<file path="config.mk">
export PLATFORM = sky130hd
export DESIGN_NAME = fetch_stage_flat
export DESIGN_NICKNAME = d
export VERILOG_FILES = /design/src/rtl/pipeline_pkg.sv /design/src/rtl/fetch_stage_if.sv /design/src/rtl/fetch_stage_if_id.sv /design/src/rtl/fetch_stage.sv /design/src/flat_wrapper.sv
export SDC_FILE = /design/constraint.sdc
export NUM_CORES = 1
export LEC_CHECK = 0
export ABC_AREA = 1
export CORE_MARGIN = 2
export CORE_UTILIZATION = 63
export CTS_CLUSTER_SIZE = 12
export DETAILED_ROUTE_END_ITERATION = 16
export DONT_BUFFER_PORTS = 1
export HOLD_SLACK_MARGIN = 0.06
export PLACE_DENSITY = 0.9
export SYNTH_ARGS = -nofsm -noshare
export SYNTH_HDL_FRONTEND = slang
export SYNTH_HIERARCHICAL = 1
export SYNTH_SLANG_ARGS = --single-unit
export TNS_END_PERCENT = 50
</file>
<file path="constraint.sdc">
create_clock -name clk -period 1.7 [get_ports clk]
set_input_delay 0.17 -clock clk [delete_from_list [all_inputs] [get_ports clk]]
set_output_delay 0.17 -clock clk [all_outputs]
set_load 0.02 [all_outputs]
</file>
<file path="src/rtl/pipeline_pkg.sv">
// Shared definitions for the ARM-subset pipeline: default widths, PC increment,
// the NOP encoding and the fetch FSM state type.
package pipeline_pkg;

    localparam int PC_W    = 8;
    localparam int INSTR_W = 32;
    localparam int PC_INC  = 4;

    localparam logic [31:0] NOP_INSTR = 32'h0000_0000;

    typedef enum logic {
        RUN     = 1'b0,
        PENDING = 1'b1
    } fetch_state_e;

endpackage : pipeline_pkg

</file>
<file path="src/rtl/fetch_stage_if.sv">
// Instruction-ROM bus between the fetch stage (master, drives the address)
// and a combinational ROM (slave, returns the word in the same cycle).
interface fetch_stage_if #(
    parameter int PC_W    = 8,
    parameter int INSTR_W = 32
);

    logic [PC_W-1:0]    rom_addr;
    logic [INSTR_W-1:0] rom_instr;

    modport master (output rom_addr, input  rom_instr);
    modport slave  (input  rom_addr, output rom_instr);

endinterface : fetch_stage_if

</file>
<file path="src/rtl/fetch_stage_if_id.sv">
// IF/ID pipeline register: flush loads a NOP bubble and wins over enable;
// otherwise enable captures the fetched word and its PC+4.
module if_id_register
    import pipeline_pkg::*;
#(
    parameter int PC_W    = 8,
    parameter int INSTR_W = 32
) (
    input  logic               clk,
    input  logic               reset,
    input  logic               enable_i,
    input  logic               flush_i,
    input  logic [INSTR_W-1:0] instr_i,
    input  logic [PC_W-1:0]    pc_plus4_i,
    output logic [INSTR_W-1:0] instr_o,
    output logic [PC_W-1:0]    pc_plus4_o,
    output logic               valid_o
);

    logic [INSTR_W-1:0] instr_q;
    logic [PC_W-1:0]    pc_plus4_q;
    logic               valid_q;

    // NOTE: sequential state uses non-blocking (<=) so every register samples
    // pre-edge values and simulation matches the synthesized flops.
    always_ff @(posedge clk) begin
        if (reset || flush_i) begin
            instr_q    <= INSTR_W'(NOP_INSTR);
            pc_plus4_q <= '0;
            valid_q    <= 1'b0;
        end else if (enable_i) begin
            instr_q    <= instr_i;
            pc_plus4_q <= pc_plus4_i;
            valid_q    <= 1'b1;
        end
    end

    assign instr_o    = instr_q;
    assign pc_plus4_o = pc_plus4_q;
    assign valid_o    = valid_q;

endmodule : if_id_register

</file>
<file path="src/rtl/fetch_stage.sv">
// Instruction-fetch stage: owns the PC, remembers a branch redirect that
// arrives during a stall, feeds the IF/ID register and counts fetches.
module fetch_stage #(
    parameter int PC_W    = 8,
    parameter int INSTR_W = 32,
    parameter int CNT_W   = 16
) (
    input  logic               clk,
    input  logic               reset,
    input  logic               enable_pc,
    input  logic               enable_ifid,
    input  logic               flush_ifid,
    input  logic               branch_taken,
    input  logic [PC_W-1:0]    branch_target,
    fetch_stage_if.master      rom,
    output logic [PC_W-1:0]    pc,
    output logic [INSTR_W-1:0] ifid_instruction,
    output logic [PC_W-1:0]    ifid_pc_plus4,
    output logic               ifid_valid,
    output logic               redirect_pending,
    output logic [CNT_W-1:0]   fetch_count
);

    import pipeline_pkg::*;

    fetch_state_e      state_q;
    logic [PC_W-1:0]   pc_q;
    logic [PC_W-1:0]   pc_d;
    logic [PC_W-1:0]   pc_plus4;
    logic [PC_W-1:0]   pending_target_q;
    logic [CNT_W-1:0]  fetch_count_q;
    logic              ifid_load;

    // Natural width truncation gives the modulo-2^PC_W wrap (252 -> 0).
    assign pc_plus4 = pc_q + PC_W'(PC_INC);

    // NOTE: every variable written here gets a default first, so no latch
    // can be inferred on any path through the priority chain.
    always_comb begin
        pc_d = pc_plus4;
        if (branch_taken) begin
            pc_d = branch_target;
        end else if (state_q == PENDING) begin
            pc_d = pending_target_q;
        end
    end

    // A fresh branch outranks a remembered one, so the newest target always wins.
    always_ff @(posedge clk) begin
        if (reset) begin
            pc_q             <= '0;
            pending_target_q <= '0;
            state_q          <= RUN;
        end else if (enable_pc) begin
            pc_q    <= pc_d;
            state_q <= RUN;
        end else if (branch_taken) begin
            pending_target_q <= branch_target;
            state_q          <= PENDING;
        end
    end

    assign ifid_load = enable_ifid && !flush_ifid;

    always_ff @(posedge clk) begin
        if (reset) begin
            fetch_count_q <= '0;
        end else if (ifid_load && (fetch_count_q != '1)) begin
            fetch_count_q <= fetch_count_q + 1'b1;
        end
    end

    if_id_register #(
        .PC_W    (PC_W),
        .INSTR_W (INSTR_W)
    ) u_if_id (
        .clk        (clk),
        .reset      (reset),
        .enable_i   (enable_ifid),
        .flush_i    (flush_ifid),
        .instr_i    (rom.rom_instr),
        .pc_plus4_i (pc_plus4),
        .instr_o    (ifid_instruction),
        .pc_plus4_o (ifid_pc_plus4),
        .valid_o    (ifid_valid)
    );

    assign rom.rom_addr     = pc_q;
    assign pc               = pc_q;
    assign redirect_pending = (state_q == PENDING);
    assign fetch_count      = fetch_count_q;

endmodule : fetch_stage
</file>
<file path="src/flat_wrapper.sv">
// flat-port wrapper written by rule: the top's interface ports become plain ports
module fetch_stage_flat import pipeline_pkg::*;
#(
    parameter int PC_W    = 8,
    parameter int INSTR_W = 32,
    parameter int CNT_W   = 16
)
  (clk, reset, enable_pc, enable_ifid, flush_ifid, branch_taken, branch_target, pc, ifid_instruction, ifid_pc_plus4, ifid_valid, redirect_pending, fetch_count, rom_rom_addr, rom_rom_instr);
  fetch_stage_if #(.PC_W(PC_W), .INSTR_W(INSTR_W)) rom_i ();
  input  logic clk;
  input  logic reset;
  input  logic enable_pc;
  input  logic enable_ifid;
  input  logic flush_ifid;
  input  logic branch_taken;
  input  logic [PC_W-1:0] branch_target;
  output logic [PC_W-1:0] pc;
  output logic [INSTR_W-1:0] ifid_instruction;
  output logic [PC_W-1:0] ifid_pc_plus4;
  output logic ifid_valid;
  output logic redirect_pending;
  output logic [CNT_W-1:0] fetch_count;
  output wire logic [$bits(rom_i.rom_addr)-1:0] rom_rom_addr;
  input wire logic [$bits(rom_i.rom_instr)-1:0] rom_rom_instr;
  assign rom_rom_addr = rom_i.rom_addr;
  assign rom_i.rom_instr = rom_rom_instr;
  fetch_stage #(.PC_W(PC_W), .INSTR_W(INSTR_W), .CNT_W(CNT_W)) u_core (.clk(clk), .reset(reset), .enable_pc(enable_pc), .enable_ifid(enable_ifid), .flush_ifid(flush_ifid), .branch_taken(branch_taken), .branch_target(branch_target), .rom(rom_i), .pc(pc), .ifid_instruction(ifid_instruction), .ifid_pc_plus4(ifid_pc_plus4), .ifid_valid(ifid_valid), .redirect_pending(redirect_pending), .fetch_count(fetch_count));
endmodule
</file>
==> impl_metrics.yaml, run 1 <==
grt:
  grt_pass1_wl_mm: 15.2
  antenna_found_initial: 0
  grt_pass1_vias: 3357
  overflow: 0
  grt_util_all_layers_pct: 30.9
  grt_max_degree: 71
cells_and_area:
  drive_gt1_share_pct: 9.95
  n_antenna_cell: 0
  nets: 639
  final_util_pct: 80.1
  fin_area_sq_um: 4380
  syn2layout_area_growth_pct: 24.1
detailed_routing:
  vias: 3489
  firstDrtPassIters: 5
  drt-vias-per-instance: 5.25
  drtIter0Drc: 238
  postRouteAntennaNets: 0
  wl_per_cell_um: 14.4
  drc: 0
  wl_mm: 9.55
sta:
  maxSlewViolCount: 0
  fin_crit_sh_pct: 89.9
  max_freq_ghz: 0.654
  hold_slack_ps: 71.3
  fin_skew_ps: 5.33
  setup_viol: 0
  final_hold_viol_count: 0
  fin_crit_ps: 1530
  tns_ps: 0
  slew_headroom_pct: 35.7
  worst_pin_slew_ps: 962
  rsz0062_at_grt: "true"
floorplan:
  die_w_um: 78.9
  die_h_um: 78.9
  num_rows: 27
  dieArea_sq_um: 6220
  core_sq_um: 5470
  io_pins: 120
  initial_core_util_pct: 64.6
placed_design:
  placed_cell_area_sq_um: 3600
  dp_hpwl_mm: 5.30
  gp_routability_congestion: 0.845
  portBuffers: 0
clock_tree:
  tritoncts: "yes"
  clk_pin_slew_ps: 70
  root_buffer: "clkbuf_8"
  cts_sinks: 74
  insertion_delay_ps: 330
  cts-htree-levels: 3
  clockBufferDepth: 2
  cts_buffers: 9
yosys:
  ys.warnings.count: 6
  synth_top_family_by_area: "simple AND/OR/NAND/NOR gates"
  synthAdderAreaFrac_pct: 0.708
  synth_cell_types: 28
  syn_area_sq_um: 3530
  synth-xor-area-share_pct: 2.73
  synth-seq-area-share_pct: 41.9
  syn_area_per_cell_sq_um: 6.73
  synth_area_leaders: "dfxtp_1 (42%), nand2_1 (18%), nor2_1 (9.9%), inv_1 (6.9%), a21oi_1 (3.7%)"
  synth_top_area_share_pct: 41.9
  syn-num-nets: 573
  synth_compound_area_share_pct: 8.57
  syn_inst: 525
  yosysTopAreaCell: "dfxtp_1"
  muxShareOfSynthArea_pct: 0
  synth_simple_gate_area_share_pct: 32.9
  synth-seq-cells: 74
critical_path:
  worstSetupStartpointType: "register"
  slowest_stage: "a21boi_4"
  crit_buf_inv: 1
  crit_arrival_ps: 1780
  worst_path_largest_cell_delay_ps: 350
  worstPathCellList: "ha_1 -> inv_1 -> nor2_2 -> nand3_2 -> a21boi_4 -> nand2_1 -> a21oi_1"
  r2r_slack_ps: 170
  critical_path.top_delay_family: "compound AO/OA/AOI/OAI gates"
  crit_type: "reg -> reg"
  cp_max_fo: 13
  worst_ep_required_time_ps: 1960
  worstSetupEndpointType: "register"
pwr:
  leakage_nw: 1.96
  ir_drop_mv: 0.539
  p_per_area_nw_per_um2: 817
status:
  status: "finished clean"
worst_hold_path:
  min_path_type: "in -> reg"
flow_run:
  drv_cap: 0
-- sequential cells by signal, summed over array words and instances (netlist names) --
signal,cells
u_core/u_if_id/instr_o,32
u_core/fetch_count,16
u_core/pc,8
u_core/pending_target_q,8
u_core/u_if_id/pc_plus4_o,8
u_core/redirect_pending,1
u_core/u_if_id/valid_o,1
-- power by group --
group          internal (mW)  switching (mW)  total [mW]
clock                  0.587           0.566        1.15
sequential              1.81           0.110        1.91
combinational          0.224           0.290       0.514
total                   2.62           0.966        3.58
-- stage by stage --
step	cells	setup WS, ps	power, mW
final	665	172	3.58
after detailed placement	592	135	2.29
after CTS	665	99.3	3.57
after global routing	665	-19.0	3.73
after floorplan	525	102	2.28
after global placement	592	212	2.27
-- layout by cell type (no fill, tap or decap), types with 5 or more instances in the layout --
cell           synthesis  layout
a21oi_1               26      26
buf_4                 15      24
clkbuf_8               0      11
dfxtp_1               74      74
dlygate4sd3_1          0      59
inv_1                 65      65
nand2_1              165     164
nand3_1                7       7
nor2_1                93      93
nor2_2                16      16
o21ai_0               13      13
xnor2_1                6       6
xor2_1                 5       5
-- final timing paths --
check	start	to	cells after the start
setup / recovery	u_core/fetch_count[0]$_SDFFE_PP0P_	u_core/fetch_count[11]$_SDFFE_PP0P_	7
hold / removal	branch_target[6]	u_core/pc[6]$_SDFFE_PP0P_	2
setup reg to reg	u_core/fetch_count[0]$_SDFFE_PP0P_	u_core/fetch_count[11]$_SDFFE_PP0P_	7
hold reg to reg	u_core/pending_target_q[5]$_SDFFE_PP0P_	u_core/pending_target_q[5]$_SDFFE_PP0P_	2
-- layout make-up --
type	count	area, sq um
inverters	66	248
flip-flops and latches	74	1480
repair buffers	85	818
well taps	72	90.1
fillers	362	1090
clock buffers	13	159
multi-input cells	355	1590
-- cells by family (layout without fill, tap and decap cells) --
family          after synthesis  after routing
compound gates               53             53
xor+xnor                     11             11
fa+ha+maj                     2              2
buf+inv                      96            164
flops                        74             74
simple gates                289            289
-- synth_stat cells --
master    number
nand2_1      165
nor2_1        93
dfxtp_1       74
inv_1         65
a21oi_1       26
nor2_2        16
buf_4         15
o21ai_0       13
nand3_1        7
buf_6          6
xnor2_1        6
clkbuf_1       5
xor2_1         5
buf_2          4
a31oi_1        3
nand4_1        3
o21ai_1        3
a211oi_1       2
a21oi_2        2
ha_1           2
nor3_1         2
o211ai_1       2
a21boi_4       1
clkinv_1       1
nand3_2        1
nand3b_1       1
nor2_4         1
o21a_1         1
-- repair_timing --
item	4_1_cts	5_1_grt
setup endpoints to repair	0	13
setup buffers	0	0
gates resized for setup	0	1
endpoints found under the hold margin	69	0
hold buffers	60	0
-- per-layer routing --
| metal | track usage, % | vias to the layer above | part of all wire (%) | routed length (um) |
|---|---|---|---|---|
| li1 | - | 1702 | - | - |
| met1 | 36.5 | 1578 | 40 | 3830 |
| met2 | 51.3 | 176 | 48 | 4570 |
| met3 | 9.89 | 33 | 9.5 | 911 |
| met4 | 14.0 | 0 | 2.6 | 251 |
| met5 | 0 | - | 0 | 0 |
Note: power is estimated with default switching activity, not from simulation.
==> inputs of run 2 (changes only) <==
Settings changed: CORE_UTILIZATION 63 to 35, CTS_CLUSTER_DIAMETER from default to 50, CTS_CLUSTER_SIZE 12 to 8, PLACE_DENSITY 0.9 to 0.6.
==> run 2 against run 1 <==
Net effect: sequential share of layout area fell by 0.23 points; total power is 0.79% higher; utilization down 35 points; via count fell by 5.6%; cell count increased by 8.9%; sequential power about the same; register-to-register slack better by 70 ps; largest cell class unchanged.
==> impl_metrics.yaml, run 2 (synthesis gave the netlist of run 1 again) <==
grt:
  grt_pass1_wl_mm: 15.4
  antenna_found_initial: 0
  grt_util_all_layers_pct: 17.3
  grt_max_degree: 72
  overflow: 0
  grt_pass1_vias: 3208
detailed_routing:
  vias: 3293
  wl_per_cell_um: 12.6
  drtIter0Drc: 194
  wl_mm: 9.11
  postRouteAntennaNets: 0
  drt-vias-per-instance: 4.55
  firstDrtPassIters: 5
  drc: 0
floorplan:
  die_h_um: 104
  io_pins: 120
  initial_core_util_pct: 36.1
  core_sq_um: 9770
  die_w_um: 104
  num_rows: 36
  dieArea_sq_um: 10900
critical_path:
  cp_max_fo: 13
  worstSetupStartpointType: "register"
  worst_path_largest_cell_delay_ps: 340
  crit_buf_inv: 1
  cp.depth: 8
  worstPathCellList: "ha_1 -> inv_1 -> nor2_2 -> nand3_2 -> nand2_1 -> nand2_2 -> nand2_1 -> a21oi_2"
  crit_type: "reg -> reg"
  worst_ep_required_time_ps: 1890
  cpMostUsedCell: "nand2_1"
  slowest_stage: "dfxtp_1"
  worstSetupEndpointType: "register"
  crit_arrival_ps: 1640
  critical_path.top_delay_family: "simple AND/OR/NAND/NOR gates"
  ff2ff_path_depth: 8
clock_tree:
  cts-htree-levels: 3
  clk_pin_slew_ps: 70
  insertion_delay_ps: 340
  clockBufferDepth: 2
  cts_sinks: 74
  tritoncts: "yes"
  root_buffer: "clkbuf_8"
  cts_buffers: 9
flow_run:
  drv_cap: 0
worst_hold_path:
  min_path_type: "in -> reg"
  holdPathStages: 3
cells_and_area:
  layout_commonest_cell: "nand2_1"
  final_cell_mix: "nand2_1 (164), nor2_1 (93), dfxtp_1 (74), inv_1 (65), dlygate4sd3_1 (53)"
  fill_cells: 948
  drive_gt1_share_pct: 10.8
  nets: 635
  largest_register_ffs: 32
  final_util_pct: 45.2
  n_antenna_cell: 0
  syn2layout_area_growth_pct: 24.9
  fin_area_sq_um: 4410
sta:
  worst_pin_slew_ps: 1000
  maxSlewViolCount: 0
  fin_skew_ps: 4.94
  tns_ps: 0
  rsz0062_at_grt: "false"
  final_hold_viol_count: 0
  slew_headroom_pct: 32.8
  max_freq_ghz: 0.687
  fin_crit_sh_pct: 85.6
  fin_crit_ps: 1460
  setup_viol: 0
  hold_slack_ps: 92.8
placed_design:
  dp_hpwl_mm: 5.70
  placed_cell_area_sq_um: 3670
  portBuffers: 0
  gp_routability_congestion: 0.770
pwr:
  leakage_nw: 1.95
  power_mw: 3.61
  ir_drop_mv: 0.324
  p_per_area_nw_per_um2: 818
status:
  status: "finished clean"
==> run 2: changes by cell type in the layout (fill, tap and decap cells not counted), sizes merged <==
cell	change
buf	+2
clkbuf	-1
clkinv	+3
dlygate4sd3	-6
==> run 2: power breakdown <==
group,internal [mW],switching (mW),total (mW)
clock network,0.595,0.616,1.21
registers,1.80,0.113,1.92
logic,0.215,0.268,0.483
total,2.61,0.997,3.61
==> run 2: cell type report <==
cell class / count / area [sq um] / share of cell area, %
tap: 133 / 166 / 3.77
sequential: 74 / 1480 / 33.6
timing repair buffer: 81 / 761 / 17.2
inverter: 66 / 248 / 5.61
multi-input combinational: 355 / 1590 / 36.0
clock inverter: 3 / 15.0 / 0.340
clock buffer: 12 / 155 / 3.51
==> run 2: per-layer routing <==
metal  global-route usage, %  wire length [um]  vias to the layer above
met3                    5.58               814                       12
met2                    29.1              4270                      118
met4                    6.37               111                        0
met5                       0                 0                        -
met1                    20.6              3910                     1473
li1                        -                 -                     1690
==> run 2: worst paths after layout <==
path,startpoint,end,slack (ps)
worst min register to register,u_core/pending_target_q[6]$_SDFFE_PP0P_,u_core/pending_target_q[6]$_SDFFE_PP0P_,460
worst max register to register,u_core/fetch_count[1]$_SDFFE_PP0P_,u_core/fetch_count[7]$_SDFFE_PP0P_,240
worst max-delay path,u_core/fetch_count[1]$_SDFFE_PP0P_,u_core/fetch_count[7]$_SDFFE_PP0P_,240
worst min-delay path,branch_taken,u_core/pc[7]$_SDFFE_PP0P_,90
==> run 2: stage by stage <==
stage	cells	worst slack, ps
floorplan	525	102
global placement	653	180
detailed placement	653	108
CTS	722	92.4
global route	724	56.8
finish	724	245
==> run 2: timing repair <==
| action | in CTS | in global routing |
|---|---|---|
| hold endpoints to repair | 71 | 0 |
| setup endpoints to repair | 0 | 12 |
| hold buffers | 54 | 0 |
| gates resized for setup | 0 | 1 |
| buffers inserted | 0 | 2 |
==> run 2: worst min-delay path: cells and delay by family <==
| family | cells | cell delay (ps) |
|---|---|---|
| simple gates | 2 | 160 |
| compound gates | 1 | 50 |
